$ cat config.mk
export PLATFORM = sky130hd
export DESIGN_NAME = freecell_move_sequencer
export DESIGN_NICKNAME = d
export VERILOG_FILES = /design/src/rtl/freecell_move_sequencer.sv
export SDC_FILE = /design/constraint.sdc
export NUM_CORES = 1
export LEC_CHECK = 0
export ABC_AREA = 0
export BUFFER_PORTS_ARGS = -buffer_cell sky130_fd_sc_hd__buf_4
export CORE_MARGIN = 3
export CORE_UTILIZATION = 45
export DETAILED_ROUTE_END_ITERATION = 16
export GPL_ROUTABILITY_DRIVEN = 0
export GPL_TIMING_DRIVEN = 0
export HOLD_SLACK_MARGIN = 0.06
export PLACE_DENSITY = 0.7
export SETUP_SLACK_MARGIN = 0.05
export SLEW_MARGIN = 20
export SYNTH_ARGS = -nofsm -noshare
export SYNTH_HDL_FRONTEND = slang
export SYNTH_SLANG_ARGS = --single-unit
$ cat constraint.sdc
create_clock -name clock -period 5.8 [get_ports clock]
set_input_delay 1.45 -clock clock [delete_from_list [all_inputs] [get_ports clock]]
set_output_delay 1.45 -clock clock [all_outputs]
set_load 0.05 [all_outputs]
$ cat src/rtl/freecell_move_sequencer.sv
// Move stream source for freecellPlayer: buffers two-character moves in a FIFO,
// encodes them at pop time and presents one per clock until the player wins.
module freecell_move_sequencer #(
   parameter int DEPTH  = 16,
   parameter int ADDR_W = 4
) (
   input  logic        clock,
   input  logic        reset,
   input  logic        in_valid,
   output logic        in_ready,
   input  logic [15:0] in_move,
   input  logic        start,
   input  logic        win,
   output logic [3:0]  source,
   output logic [3:0]  dest,
   output logic        move_valid,
   output logic        running,
   output logic        won,
   output logic [7:0]  moves_issued,
   output logic [7:0]  bad_moves
);

   typedef enum logic [1:0] {
      ST_IDLE = 2'd0,
      ST_RUN  = 2'd1,
      ST_DONE = 2'd2
   } state_t;

   localparam logic [ADDR_W:0]   FULL_CNT = (ADDR_W+1)'(DEPTH);
   localparam logic [ADDR_W:0]   CNT_ONE  = (ADDR_W+1)'(1);
   localparam logic [ADDR_W-1:0] PTR_ONE  = ADDR_W'(1);
   localparam logic [3:0]        NOP_CODE = 4'hF;

   // Returns {malformed, code}; malformed characters map to the no-op code.
   function automatic logic [4:0] enc_char(input logic [7:0] c);
      logic [4:0] r;
      case (c) inside
         [8'h31:8'h38]: r = {1'b0, c[3:0] - 4'd1};
         [8'h61:8'h64]: r = {1'b0, c[3:0] + 4'd7};
         8'h68:         r = {1'b0, 4'd12};
         default:       r = {1'b1, NOP_CODE};
      endcase
      return r;
   endfunction

   state_t            state_r;
   state_t            state_s;
   logic [15:0]       mem_r [DEPTH];
   logic [ADDR_W-1:0] wr_ptr_r;
   logic [ADDR_W-1:0] rd_ptr_r;
   logic [ADDR_W:0]   count_r;
   logic              full_s;
   logic              empty_s;
   logic              push_s;
   logic              pop_s;
   logic [15:0]       rd_word_s;
   logic [4:0]        src_enc_s;
   logic [4:0]        dst_enc_s;
   logic              bad_s;

   logic [3:0]        source_r;
   logic [3:0]        dest_r;
   logic              move_valid_r;
   logic              running_r;
   logic              won_r;
   logic [7:0]        moves_issued_r;
   logic [7:0]        bad_moves_r;

   assign full_s  = (count_r == FULL_CNT);
   assign empty_s = (count_r == '0);
   // Writes in DONE are handshaken but dropped.
   assign push_s  = in_valid && !full_s && (state_r != ST_DONE);

   // Next-state and pop decision.
   always_comb begin
      state_s = state_r;
      pop_s   = 1'b0;
      case (state_r)
         ST_IDLE: begin
            if (start) begin
               state_s = ST_RUN;
            end else begin
               state_s = ST_IDLE;
            end
         end
         ST_RUN: begin
            if (win) begin
               state_s = ST_DONE;
            end else if (!empty_s) begin
               pop_s = 1'b1;
            end else begin
               pop_s = 1'b0;
            end
         end
         ST_DONE: state_s = ST_DONE;
         default: state_s = ST_IDLE;
      endcase
   end

   // Decode of the head entry; only consumed when pop_s is high.
   always_comb begin
      rd_word_s = mem_r[rd_ptr_r];
      src_enc_s = enc_char(rd_word_s[15:8]);
      dst_enc_s = enc_char(rd_word_s[7:0]);
      bad_s     = src_enc_s[4] | dst_enc_s[4];
   end

   // FSM state register.
   always_ff @(posedge clock) begin
      if (reset) begin
         state_r <= ST_IDLE;
      end else begin
         state_r <= state_s;
      end
   end

   // FIFO storage; contents need no reset because the pointers define validity.
   always_ff @(posedge clock) begin
      if (push_s) begin
         mem_r[wr_ptr_r] <= in_move;
      end
   end

   // FIFO pointers and occupancy.
   always_ff @(posedge clock) begin
      if (reset) begin
         wr_ptr_r <= '0;
         rd_ptr_r <= '0;
         count_r  <= '0;
      end else begin
         if (push_s) begin
            wr_ptr_r <= wr_ptr_r + PTR_ONE;
         end
         if (pop_s) begin
            rd_ptr_r <= rd_ptr_r + PTR_ONE;
         end
         case ({push_s, pop_s})
            2'b10:   count_r <= count_r + CNT_ONE;
            2'b01:   count_r <= count_r - CNT_ONE;
            default: count_r <= count_r;
         endcase
      end
   end

   // Registered move presentation, status flags and saturating counters.
   always_ff @(posedge clock) begin
      if (reset) begin
         source_r       <= NOP_CODE;
         dest_r         <= NOP_CODE;
         move_valid_r   <= 1'b0;
         running_r      <= 1'b0;
         won_r          <= 1'b0;
         moves_issued_r <= 8'd0;
         bad_moves_r    <= 8'd0;
      end else begin
         if (pop_s && !bad_s) begin
            source_r     <= src_enc_s[3:0];
            dest_r       <= dst_enc_s[3:0];
            move_valid_r <= 1'b1;
            if (moves_issued_r != 8'hFF) begin
               moves_issued_r <= moves_issued_r + 8'd1;
            end
         end else if (pop_s) begin
            source_r     <= NOP_CODE;
            dest_r       <= NOP_CODE;
            move_valid_r <= 1'b0;
            if (bad_moves_r != 8'hFF) begin
               bad_moves_r <= bad_moves_r + 8'd1;
            end
         end else begin
            source_r     <= NOP_CODE;
            dest_r       <= NOP_CODE;
            move_valid_r <= 1'b0;
         end
         running_r <= (state_s == ST_RUN);
         won_r     <= (state_s == ST_DONE);
      end
   end

   assign in_ready     = !full_s;
   assign source       = source_r;
   assign dest         = dest_r;
   assign move_valid   = move_valid_r;
   assign running      = running_r;
   assign won          = won_r;
   assign moves_issued = moves_issued_r;
   assign bad_moves    = bad_moves_r;

endmodule
==> run metrics <==
slew margin rel. between 40 and 50%; critical path's slowest cell mux4_2; dpl cells between 1,000 and 1,500; number of global-route vias before repair ~6,600; Buf+Inv Stages, Crit Path 6; Crit Path Max Fanout 19; routed len/inst between 20 and 25 um; Hold Path Class register to register; clk_lat worst skew ~0.54 ns; Final period util between 90% and 100%; Setup TNS 0 ns; most frequent CP cell buf_2; crit path capture type register; critical setup path kind register to register; Setup Skew 0.0157 ns; Vert. Die Dim approximately 170 um; Worst Hold Path EP running; chip width approximately 170 um; cell family with most CP delay buffers and inverters; antenna violations before repair 0; DIE AREA approximately 0.029 mm2; hold path depth 1; Fmax 188 MHz; placeable core region ~0.026 mm2; Post-synth EDFFs roughly 260; Least-Margin Pin Slew between 0.8 and 0.9 ns; Top FF cell, synth edfxtp_1; RSZ-0062 raised after global routing false; # IOs approximately 50; # rows 59; nets around 820; R2R cell count 16; Leak ~0.0047 uW; Largest stage delay, worst path 0.60 ns; clock sinks 302; CTS H-tree depth 1; Hold Crit Start state_r[1]; DPL Wire Length between 15 and 20 mm; Vias roughly 6,500; CP startpoint kind register; 1st-iter DRT viols ~560; Worst EP arrival 5.73 ns; clock tree buffer depth 3; clock-pin slew on the worst setup and hold paths approximately 0.060 ns; CTS-repair resized insts 0; grt ovf 0; antenna diode count 0; largest net degree at the start of global routing 17; post-route ant nets 0; final slew viol count 0; Syn Area/Cell ~18 um2; status completed; DRC Markers 0; GR Util All Layers 18.1%; final wirelength around 26 mm; CTS tree built; global-route wire length before repair 39.8 mm; worst path cell trace buf_2, buf_2, buf_2, clkbuf_1, mux4_2, mux4_2, inv_1, ha_1, nand2b_1, or3_1, and4_4, a211oi_2, a31oi_2, buf_2, nor2_1, mux2_1; ys async rst share 0%; Seq/Total Area, Yosys 70.6%; fin util 54.4%; fillcell total 1,978; Tmin final between 5 and 6 ns; postcts setup bufs 0; Mapped Nets approximately 730; drt pass-1 iters 5; hold_buf cts 0; setup violators final 0; Post-Synthesis Cells between 600 and 700; endpoints failing hold 0; Tot Pwr about 4800 uW; Via density between 5 and 6; starting density of the core a little under half; Worst R2R End bad_moves[0]; port bufs 48; reg2reg setup slack ~0.5 ns; #FFs+latches synth just over 300; Critical Path RT roughly 6.2 ns; root buffer selected by CTS clkbuf_16; Synth-to-Final Area Change 17.5%; Ys Warns 0; post-synthesis cell type count 56; Max-Cap Viols 0; layout cell share with drive strength beyond 1 between 20% and 30%; synthesized cell area approximately 0.012 mm2; CTS buffer count 29; Hold WS approximately 0.5 ns; final cell count without fillers 1,136; Pwr Density around 330 mW/mm2; VDD IR max about 0.00021 V
## state kept, by name (all words and copies together) (netlist names), named ones only
name and count:
bad_moves 8, count_r 5, dest 4, mem_r 256, move_valid 1, moves_issued 8, rd_ptr_r 4, running 1
source 4, state_r 2, won 1, wr_ptr_r 4
## where the power goes
| group | switching [uW] | internal (uW) |
|---|---|---|
| Clock | 790 | 1340 |
| Sequential | 13.4 | 2390 |
| Combinational | 155 | 105 |
## how the worst max path moves through the flow
stage,from,to,slack (ns),depth (start not counted)
6_report,register,bad_moves[0],0.49,16
5_1_grt,register,bad_moves[0],0.19,17
4_1_cts,register,bad_moves[0],0.05,17
3_5_place_dp,register,bad_moves[0],0.08,17
3_3_place_gp,register,bad_moves[0],0.12,17
2_1_floorplan,register,bad_moves[0],1.31,16
## cells in the mapped netlist, drive strengths merged (11+ instances only)
cell type    n  area [um2]
edfxtp     256        7690
mux4        63        1420
dfxtp       46         921
nor2        40         150
buf         23         149
mux2i       22         220
a21oi       20         100
ha          17         213
inv         17        63.8
nand3       15        75.1
nand2       14        52.6
nor3        12        60.1
a22oi       11        82.6
nor2b       11        68.8
o21ai       11        55.1
## kinds of logic (layout without fill, tap and decap cells)
logic type | Yosys count | count (layout) | share of synthesized area (%)
compound gates | 70 | 70 | 3.99
xor+xnor | 16 | 16 | 1.15
mux | 94 | 94 | 14.3
flops | 302 | 302 | 70.6
buf+inv | 47 | 160 | 1.96
simple gates | 141 | 141 | 6.14
fa+ha+maj | 18 | 18 | 1.91
## metal layers
metal	track usage [%]	part of all wire, %	up-vias
met1	26.1	44	3332
met5	0	0	-
met4	4.97	2.0	0
met2	29.3	49	203
met3	2.73	5.7	39
li1	-	-	2916
## cells in the final DEF (no fill, tap or decap), drive strengths merged, types with 15 or more instances in the layout
| cell type | instances |
|---|---|
| nor2 | 40 |
| edfxtp | 256 |
| clkbuf | 42 |
| nand3 | 15 |
| mux4 | 63 |
| inv | 17 |
| a21oi | 20 |
| dfxtp | 46 |
| mux2i | 22 |
| buf | 84 |
| ha | 17 |
## layout make-up
class,count,area [um2],share of cell area (%)
well taps,335,419,2.92
inverters,17,63.8,0.445
flip-flops and latches,302,8610,60.0
clock inverters,17,318,2.22
repair buffers,61,526,3.66
multi-input cells,339,3460,24.1
plain buffers,29,171,1.20
clock buffers,36,772,5.38
## stage by stage
| stage | instance area, um2 | setup WS (ns) |
|---|---|---|
| after detailed placement | 13300 | 0.0822 |
| final | 14300 | 0.493 |
| after global routing | 14300 | 0.187 |
| after CTS | 14300 | 0.0540 |
| after global placement | 13000 | 0.120 |
| after floorplan | 12200 | 1.31 |
No activity file was read; power rests on OpenSTA's default activity.
